[src/rtl/fifo_burst_reader_pkg.sv]
// Shared definitions for the capture-path FIFO burst reader.
// Latency: none; this file holds type definitions only.
// Backpressure: not applicable.
package fifo_burst_reader_pkg;

  // Burst engine states: wait for data, request a burst, stream its words
  typedef enum logic [1:0] {
    ST_IDLE   = 2'd0,
    ST_REQ    = 2'd1,
    ST_STREAM = 2'd2
  } state_t;

endpackage

[src/rtl/fifo_burst_reader_skid.sv]
// burst_skid_buffer: 2-entry register FIFO of {pad, data} words between the FIFO read strobe and the output port.
// Latency: a pushed word is visible at the head on the following cycle; push and pop may occur in the same cycle.
// Backpressure: none internally; the owner pushes only with a free slot and pops only when not empty.
module burst_skid_buffer #(
  parameter int WIDTH = 8
) (
  input  logic             clk,
  input  logic             rst,
  input  logic             i_push,
  input  logic             i_push_pad,
  input  logic [WIDTH-1:0] i_push_dat,
  input  logic             i_pop,
  output logic [1:0]       o_count,
  output logic             o_head_pad,
  output logic [WIDTH-1:0] o_head_dat
);

  logic [WIDTH-1:0] r_dat [2];
  logic [1:0]       r_pad;
  logic             r_wr_ptr;
  logic             r_rd_ptr;
  logic [1:0]       r_count;

  // Storage, pointers and occupancy; simultaneous push and pop leave the count unchanged
  always_ff @(posedge clk) begin
    if (rst) begin
      r_dat[0] <= '0;
      r_dat[1] <= '0;
      r_pad    <= '0;
      r_wr_ptr <= 1'b0;
      r_rd_ptr <= 1'b0;
      r_count  <= 2'd0;
    end else begin
      if (i_push) begin
        r_dat[r_wr_ptr] <= i_push_dat;
        r_pad[r_wr_ptr] <= i_push_pad;
        r_wr_ptr        <= ~r_wr_ptr;
      end
      if (i_pop) begin
        r_rd_ptr <= ~r_rd_ptr;
      end
      case ({i_push, i_pop})
        2'b10:   r_count <= r_count + 2'd1;
        2'b01:   r_count <= r_count - 2'd1;
        default: r_count <= r_count;
      endcase
    end
  end

  assign o_count    = r_count;
  assign o_head_pad = r_pad[r_rd_ptr];
  assign o_head_dat = r_dat[r_rd_ptr];

endmodule

[src/rtl/fifo_burst_reader.sv]
// fifo_burst_reader: drains the capture CDC FIFO into fixed-length bursts, padding a flushed tail to full length.
// Latency: first word appears 2 cycles after its dequeue; one burst request/ack handshake precedes each burst.
// Backpressure: out_ready stalls delivery; reads stop once skid buffer plus in-flight word would exceed 2 entries.
module fifo_burst_reader
  import fifo_burst_reader_pkg::*;
#(
  parameter int               WIDTH     = 8,
  parameter int               BURST_LEN = 16,
  parameter logic [WIDTH-1:0] PAD_WORD  = '0
) (
  input  logic             clk,
  input  logic             rst,
  input  logic             fifo_empty,
  input  logic             fifo_filled,
  output logic             fifo_dequeue,
  input  logic [WIDTH-1:0] fifo_rdata,
  input  logic             flush,
  output logic             burst_req,
  input  logic             burst_ack,
  output logic             out_valid,
  input  logic             out_ready,
  output logic [WIDTH-1:0] out_data,
  output logic             out_last,
  output logic             out_pad,
  output logic             busy
);

  localparam int             CW     = $clog2(BURST_LEN + 1);
  localparam logic [CW-1:0]  C_LEN  = CW'(BURST_LEN);
  localparam logic [CW-1:0]  C_LAST = CW'(BURST_LEN - 1);

  state_t          r_state;
  state_t          w_state_nxt;
  logic            r_flush_mode;
  logic            r_inflight;
  logic            r_inflight_pad;
  logic [CW-1:0]   r_issued;
  logic [CW-1:0]   r_sent;

  logic [1:0]       w_count;
  logic             w_head_pad;
  logic [WIDTH-1:0] w_head_dat;
  logic             w_credit;
  logic             w_can_launch;
  logic             w_launch_pad;
  logic             w_launch;
  logic             w_xfer;

  // A launch needs room for itself: buffered words plus the word in flight must leave a slot free
  assign w_credit     = ({1'b0, w_count} + {2'b00, r_inflight}) <= 3'd1;
  assign w_can_launch = (r_state == ST_STREAM) && (r_issued < C_LEN) && w_credit;
  assign fifo_dequeue = w_can_launch && !fifo_empty;
  assign w_launch_pad = w_can_launch && fifo_empty && r_flush_mode;
  assign w_launch     = fifo_dequeue || w_launch_pad;

  assign out_valid = (w_count != 2'd0);
  assign out_data  = w_head_dat;
  assign out_pad   = w_head_pad && out_valid;
  assign out_last  = (r_sent == C_LAST);
  assign w_xfer    = out_valid && out_ready;
  assign busy      = (r_state != ST_IDLE);

  // Next-state and burst request; flush is only looked at while idle
  always_comb begin
    w_state_nxt = r_state;
    burst_req   = 1'b0;
    case (r_state)
      ST_IDLE: begin
        if (fifo_filled || (flush && !fifo_empty)) begin
          w_state_nxt = ST_REQ;
        end
      end
      ST_REQ: begin
        burst_req = 1'b1;
        if (burst_ack) begin
          w_state_nxt = ST_STREAM;
        end
      end
      ST_STREAM: begin
        if (w_xfer && out_last) begin
          w_state_nxt = ST_IDLE;
        end
      end
      default: w_state_nxt = ST_IDLE;
    endcase
  end

  // State register
  always_ff @(posedge clk) begin
    if (rst) begin
      r_state <= ST_IDLE;
    end else begin
      r_state <= w_state_nxt;
    end
  end

  // Flush latch, in-flight tracking and issue/delivery counters
  always_ff @(posedge clk) begin
    if (rst) begin
      r_flush_mode   <= 1'b0;
      r_inflight     <= 1'b0;
      r_inflight_pad <= 1'b0;
      r_issued       <= '0;
      r_sent         <= '0;
    end else begin
      if ((r_state == ST_IDLE) && (w_state_nxt == ST_REQ)) begin
        r_flush_mode <= flush;
      end
      r_inflight     <= w_launch;
      r_inflight_pad <= w_launch_pad;
      if (w_xfer && out_last) begin
        r_issued <= '0;
        r_sent   <= '0;
      end else begin
        if (w_launch) begin
          r_issued <= r_issued + CW'(1);
        end
        if (w_xfer) begin
          r_sent <= r_sent + CW'(1);
        end
      end
    end
  end

  // The FIFO's registered read data is valid the cycle after the dequeue, alongside r_inflight
  burst_skid_buffer #(
    .WIDTH (WIDTH)
  ) u_skid (
    .clk        (clk),
    .rst        (rst),
    .i_push     (r_inflight),
    .i_push_pad (r_inflight_pad),
    .i_push_dat (r_inflight_pad ? PAD_WORD : fifo_rdata),
    .i_pop      (w_xfer),
    .o_count    (w_count),
    .o_head_pad (w_head_pad),
    .o_head_dat (w_head_dat)
  );

endmodule

[config.mk]
export PLATFORM = sky130hd
export DESIGN_NAME = fifo_burst_reader
export DESIGN_NICKNAME = d
export VERILOG_FILES = /design/src/rtl/fifo_burst_reader_pkg.sv /design/src/rtl/fifo_burst_reader_skid.sv /design/src/rtl/fifo_burst_reader.sv
export SDC_FILE = /design/constraint.sdc
export NUM_CORES = 1
export LEC_CHECK = 0
export ABC_CLOCK_PERIOD_IN_PS = 5950
export CORE_UTILIZATION = 40
export DETAILED_ROUTE_END_ITERATION = 8
export PLACE_DENSITY = 0.66
export SYNTH_ARGS = -nofsm -noshare
export SYNTH_HDL_FRONTEND = slang
export SYNTH_SLANG_ARGS = --single-unit
[constraint.sdc]
create_clock -name clk -period 5.95 [get_ports clk]
set_input_delay 0.595 -clock clk [delete_from_list [all_inputs] [get_ports clk]]
set_output_delay 0.595 -clock clk [all_outputs]
set_load 0.01 [all_outputs]
Word-level counts from Yosys, hierarchy flattened

Memories as Yosys holds them, arrays and structs flattened. A register that Yosys moved wholly into a read port is not among the register bits.
Cells that the tools add are included.

Bits in registers: 21
Bits in latches: 0
RAM bits: 16
Memory bits (read-only): 0
Bits of input ports: 15
Word-level logic and storage cells: 71
Memories kept: 1

Memory list:

| memory       | words | bits a word | rd ports | clocked after memory_dff | write ports | line                         | text |
|---|---|---|---|---|---|---|---|
| u_skid.r_dat | 2     | 8           | 1        | 1                        | 2           | fifo_burst_reader_skid.sv:18 | `logic [WIDTH-1:0] r_dat [2];` |

Add/subtract/negate cells: 5
Multiply operators: 0
Div/mod/pow operators: 0
Order comparisons: 5
Eq/ne operators: 6
Shifts and indexed selects: 0
Muxes and demuxes: 22
Bitwise logic cells: 2
Reduce and logical (&&, ||, !) cells: 20

Operators with widths:

| kind                                                       | count |
|---|---|
| two-way mux 8 bit                                          | 2 |
| two-way mux 1 bit                                          | 13 |
| logical AND 1 bit                                          | 11 |
| adder 5 x 1 -> 5 bit, second input constant                | 2 |
| OR reduction 8 bit                                         | 1 |
| equality test 2 x 1 -> 1 bit, second input constant        | 3 |
| two-way mux 2 bit                                          | 3 |
| case mux 2 bit (3 select lines)                            | 1 |
| nonzero test 2 bit                                         | 3 |
| equality test 5 x 4 -> 1 bit, second input constant        | 1 |
| less-than comparator 5 bit, second input constant          | 1 |
| equality test 2 bit, second input constant                 | 2 |
| less-than comparator 1 x 2 -> 1 bit, second input constant | 2 |
| case mux 2 bit (2 select lines)                            | 1 |
| adder 2 x 1 -> 3 bit                                       | 1 |
| <= comparator 3 x 1 -> 1 bit, second input constant        | 1 |
| adder 2 x 1 -> 2 bit, second input constant                | 1 |
| bitwise mux 2 bit                                          | 1 |
| logical NOT 2 bit                                          | 1 |
| logical OR 1 bit                                           | 2 |
| NOT 1 bit                                                  | 2 |
| OR reduction 2 bit                                         | 1 |
| subtractor 2 x 1 -> 2 bit, second input constant           | 1 |
| demux 1 bit (select 1 bit)                                 | 1 |
| 2 further kinds                                            | 2 |

Depth between registers and ports, before layout

Word-level depth: 7
Depth in mapped cells: 7
Mapped depth without buffers: 7

Hierarchy

From an unflattened synthesis, not the netlist that was laid out.

Cell total of the unflattened synthesis: 170
Area, all modules: 1,765.4 µm²

Modules (own cells, without submodules):

| module            | times used | cells an instance | area each (µm²) |
|---|---|---|---|
| burst_skid_buffer | 1          | 81                | 974.7 |
| fifo_burst_reader | 1          | 89                | 790.8 |

Least setup slack after synthesis

OpenSTA, ideal clock, no wires.

Path type: register -> output
Start point: reg u_skid.r_count[0] (netlist: u_skid.o_count[0])
End point: out fifo_dequeue
Arrival: 1,423 ps
Required time: 5,355 ps
Setup slack: 3,932 ps
Stages on the path, launching flop included: 7
Cells stage by stage: dfxtp_1 > ha_1 > inv_1 > ha_1 > nor3b_2 > o21ai_0 > nor2_1

Word-level cells in the longest chain between the ends: 4

RTL lines:

| element                      | line                         | text |
|---|---|---|
| start, declared              | fifo_burst_reader_skid.sv:22 | `logic [1:0] r_count;` |
| start signal, assigned       | fifo_burst_reader_skid.sv:43 | `2'b10: r_count <= r_count + 2'd1;` |
| start signal, assigned       | fifo_burst_reader_skid.sv:44 | `2'b01: r_count <= r_count - 2'd1;` |
| start signal, assigned       | fifo_burst_reader_skid.sv:45 | `default: r_count <= r_count;` |
| adder 2 x 1 -> 3 bit         | fifo_burst_reader.sv:50      | `assign w_credit = ({1'b0, w_count} + {2'b00, r_inflight}) <= 3'd1;` |
| <= comparator 3 x 1 -> 1 bit | fifo_burst_reader.sv:50      |  |
| logical AND 1 bit            | fifo_burst_reader.sv:51      | `assign w_can_launch = (r_state == ST_STREAM) && (r_issued < C_LEN) && w_credit;` |
| logical AND 1 bit            | fifo_burst_reader.sv:52      | `assign fifo_dequeue = w_can_launch && !fifo_empty;` |
| end, declared                | fifo_burst_reader.sv:15      | `output logic fifo_dequeue,` |

Every way passes these cells.

Worst setup path after layout

Same ends and word-level chain as after synthesis.

==> run metrics <==
status=finished clean; Hold Startpoint=r_flush_mode; Netlist cell types=35; Worst path most repeated cell=ha_1; Final Hold Fails=0; clock slew at reported path FFs=around 0.070 ns; clock tree root buffer cell=clkbuf_8; Final min period=2.93 ns; cell area after layout=2110 um2; Yosys reg bits=38; die area=4550 um2; DR vias/cell=4.99; Highest Clock Rate=between 300 and 400 MHz; Syn Std Cell Area=~1700 um2; largest incremental delay on the critical path=0.54 ns; Global Route Usage Sum=0.160; largest net degree at the start of global routing=17; Initial Util=0.423; Layout Cells excl Fill=roughly 250; first-pass GRT wire length=5230 um; Iteration-0 DRC Markers=29; Post-Route Setup TNS=0 ns; Worst Path Required=5.36 ns; Final ANT Viol Nets=0; CTS max path bufs=2; Syn Area/Cell=slightly above 10 um2; post-synthesis sequential area ratio=0.537; P_sw=between 100 and 150 uW; diodes inserted=0; # placed instances=about 240; RSZ-0062 raised after global routing=no; Hold Path Class=register to register; reg2reg start=u_skid.o_count[0]; worst setup path startpoint=u_skid.o_count[0]; die height=67.5 um; Avg WL per Cell=roughly 13 um; PD cells=about 240 nW/um2; Routed WL=3140 um; R2R Setup Slk=approximately 3.8 ns; row count=23; Max-Cap Viols=0; Sw Share=0.225; slew at the pin with the worst max-slew slack=between 0.5 and 0.6 ns; Pint=392 uW; CTS Buf Count=5; leakage=0.826 nW; net count reported at finish=217; number of port buffers=28; Worst-Skew Late Latency=0.29 ns; I/O pin count=29; GP Congestion=a little under 0.7; Setup Fix Bufs, Post-CTS=0; critical path startpoint category=register; Power Total=slightly above 500 uW; Worst VDD drop=0.000133 V; cells along the critical path=ha_1 -> inv_1 -> ha_1 -> nor3b_2 -> o21ai_0 -> nor2_1 -> clkdlybuf4s50_1; Final period util=0.492; CP max stage cell=clkdlybuf4s50_1; clk_skew=approximately 0.0043 ns; Clock Sinks=38; Mapped Nets=between 150 and 200; max-slew violation count=0; core region area=~4100 um2; layout cell share with drive strength beyond 1=0.0923; post-CTS sizing=0; gr ovfl total=0; H-Tree Level Count=2; DRC viols=0; post-detail-place hpwl=2260 um; multi-input logic area=about 720 um2; family with the most delay on the worst path=buffers and inverters; CP arrival=2.33 ns; initial antenna violation count=0; Seq. cell area=about 920 um2; WP buf/inv=2; Critical Path Sink Type=output pin; DR vias=~1200; Fillers=363; die width=a little under 70 um; Post-DP Area=between 2000 and 2500 um2; Area Overhead vs Synth=22.9%; Layout Utilization=0.520; Mapped Cells=between 150 and 200; clock share of power=0.323; # hold bufs at CTS=0; drt pass-1 iters=4; vias in the first global route=1175; CTS tree=yes; Worst slew margin=0.634; Sequential Power Share=0.565; final setup fails=0; Synthesis Warnings=0; critical-path maximum fanout=5; CP Class=register to output pin; power share of the combinational group=0.112
-- cells in the mapped netlist, drive strengths merged --
library cell  number  area (um2)
xnor2              4        35.0
nor3b              2        25.0
a211oi             1        7.51
clkbuf             4        15.0
a21o               3        22.5
clkinv             1        3.75
nand2             12        45.0
nand3              1        5.00
a21boi             1        7.51
o21ai              3        15.0
inv               10        37.5
nor3               2        10.0
or3                4        25.0
mux2               8        90.1
ha                 8         100
dfxtp             22         440
or2                1        6.26
o21bai             1        7.51
buf                2        16.3
nor2b              2        12.5
a21oi              5        25.0
nand2b             1        6.26
nand4              1        6.26
o211ai             1        7.51
o221ai             1        15.0
o22ai              2        12.5
xor2               4        35.0
or4                1        7.51
nor2              33         124
o21a               2        15.0
mux2i              4        40.0
and3               1        6.26
a22oi              1        7.51
edfxtp            16         480
-- cell usage in the layout (no fill, tap or decap), types with 2 or more instances in the layout --
master / count
clkbuf_8: 5
o21ai_0: 3
a21o_1: 3
nor3_1: 2
xor2_1: 4
clkinv_1: 2
mux2_2: 8
mux2i_1: 4
o22ai_1: 2
a21oi_1: 5
inv_1: 10
nor2b_1: 2
nand2_1: 12
or3_1: 4
o21a_1: 2
clkdlybuf4s50_1: 28
ha_1: 8
nor2_1: 33
xnor2_1: 4
dfxtp_1: 22
nor3b_2: 2
edfxtp_1: 16
-- worst paths after layout --
kind / endpoint / cells past startpoint
hold reg to reg: r_inflight_pad / 2
hold / removal: r_inflight_pad / 2
setup reg to reg: r_issued[2] / 7
setup / recovery: fifo_dequeue / 7
-- cells by family (layout without fill, tap and decap cells) --
kind of cell	count (synthesis)	count (layout)	synth area share
AO/OA/AOI/OAI	21	21	0.0831
XOR/XNOR	8	8	0.0408
adder cells (fa/ha/maj)	8	8	0.0584
buffers and inverters	17	47	0.0423
flip-flops	38	38	0.537
multiplexers	12	12	0.0759
AND/OR/NAND/NOR	61	61	0.163
-- tightest hold or removal path, delay by kind of cell (launching register included) --
family | cells | cell delay (ns)
and+or+nand+nor | 2 | 0.10
DFF | 1 | 0.34
-- layer usage --
metal	GRT usage	vias up	routed length (um)
met3	0.0507	4	150
met2	0.290	33	1580
met1	0.171	568	1370
met4	0.0638	0	44
met5	0	-	0
li1	-	617	-
-- flip-flops by register name, summed over array words and instances (netlist names), named ones only --
signal	count
u_skid.r_wr_ptr	1
r_sent	5
r_state	2
r_inflight	1
u_skid.r_dat	16
u_skid.r_rd_ptr	1
r_issued	5
u_skid.o_count	2
r_flush_mode	1
r_inflight_pad	1
u_skid.r_pad	2
-- power by group through the flow --
stage / registers (mW) / clock network (mW) / logic, mW
final: 0.286 / 0.163 / 0.0565
after global routing: 0.287 / 0.182 / 0.0624
after CTS: 0.286 / 0.171 / 0.0573
after detailed placement: 0.291 / 0 / 0.0567
after global placement: 0.291 / 0 / 0.0558
after floorplan: 0.289 / 0 / 0.0320
-- final cells by class --
type / instances / share of cell area
flip-flops and latches: 38 / 0.437
clock buffers: 6 / 0.0344
clock inverters: 2 / 0.00415
inverters: 11 / 0.0196
repair buffers: 28 / 0.133
multi-input cells: 110 / 0.342
well taps: 50 / 0.0297
-- per-stage QoR --
stage	setup slack (ns)	hold slack (ns)
after global routing	2.85	0.501
after CTS	3.01	0.479
final	3.02	0.479
after floorplan	3.93	0.441
after detailed placement	3.35	0.466
after global placement	3.40	0.459
(Power assumes the default switching activity.)
==> patch, RTL diff (config.mk and constraints unchanged) <==
Encoding of `state_t`: now one-hot (3 bits for 3 states).
--- a/src/rtl/fifo_burst_reader_pkg.sv
+++ b/src/rtl/fifo_burst_reader_pkg.sv
@@ -4,10 +4,10 @@
 package fifo_burst_reader_pkg;
 
   // Burst engine states: wait for data, request a burst, stream its words
-  typedef enum logic [1:0] {
-    ST_IDLE   = 2'd0,
-    ST_REQ    = 2'd1,
-    ST_STREAM = 2'd2
+  typedef enum logic [2:0] {
+    ST_IDLE   = 3'b001,
+    ST_REQ    = 3'b010,
+    ST_STREAM = 3'b100
   } state_t;
 
 endpackage
Check against the original RTL: same outputs for any inputs over 10 cycles, from zero or initial values and one cycle with rst high; not proved beyond that.
==> patch against the original RTL <==
Area after synthesis grew 2.0%; maximum frequency shrank 1.6%; sequential power is essentially flat; critical endpoint unchanged; setup slack lost 48 ps; sequential cell count grew 1; design area grew 2.0%; critical path depth is the same; power shrank 3.6%; wire length is essentially flat; largest cell class unchanged; synthesized cell count grew 2.4%; die area grew 2.0%.
==> patch: results (changes against the original RTL) <==
- FF-to-FF setup slack: 3810 ps (about the same)
- GRT Total Usage: 15.1% (-0.89 points)
- Met1 Wirelength: 1.36 mm (-0.44%)
- Yosys cell types: 34 (-2.9%)
- Layout Cells excl Fill: 249 (+1.6%)
- Status: finished clean
- Reg-to-Reg End: r_issued[3]
- Met2 Use GR: 29.0% (+0.084 points)
- Place WS: 3260 ps (-84.9 ps)
- Fillers: 384 (+5.8%)
- Psw: 101 uW (-11%)
- Wire length per cell: 12.6 um (-1.5%)
- Skew final: 5.10 ps (+0.847 ps)
- Post-synth top cells: 34 x nor2_1, 23 x dfxtp_1, 16 x edfxtp_1
- Met3 routed WL: 121 um (-19%)
- Final HPWL from detailed placement: 2.36 mm (+4.3%)
- Leakage: 0.816 nW (-1.2%)
- Vias in the first global route: 1,223 (+4.1%)
- Clock Power Share: 33.8% (+1.5 points)
- M1 GR Usage: 15.1% (-1.9 points)
- Worst hold slack: 474 ps (-4.50 ps)
- Final instance area: 2150 sq um (+2.0%)
- Met2 wire len: 1.63 mm (+3.0%)
- Seq/Total Area, Yosys: 53.8% (+0.069 points)
- GR Util met3: 4.50% (-0.57 points)
- Cells after DPL: 241 (+1.7%)
- First-pass GRT wire length: 5.13 mm (-1.9%)
- Combinational power: 35.4 uW (-37%)
[patch: how the worst max path moves through the flow]
stage | endpoint | slack (ps) | cells after the start
6_report | fifo_dequeue | 2980 | 7
5_1_grt | fifo_dequeue | 2830 | 7
4_1_cts | fifo_dequeue | 2940 | 7
3_5_place_dp | fifo_dequeue | 3260 | 7
3_3_place_gp | fifo_dequeue | 3320 | 7
2_1_floorplan | fifo_dequeue | 3860 | 6
[patch: kinds of logic (layout without fill, tap and decap cells)]
logic type                 after synthesis  after routing  synth area share (%)
DFF                                     39             39                  53.8
muxes                                   12             12                  7.43
adders and majority gates                8              8                  5.72
AOI/OAI and AO/OA                       20             20                  7.79
and+or+nand+nor                         64             64                  17.3
buffers and inverters                   18             48                  4.00
xor gates and xnor gates                 8              8                  4.00
[patch: final cells by class]
cell class	count	area share, %
flip-flops and latches	39	43.8
clock inverters	1	0.233
inverters	12	2.10
well taps	50	2.91
multi-input cells	112	34.4
clock buffers	7	3.55
repair buffers	28	13.0
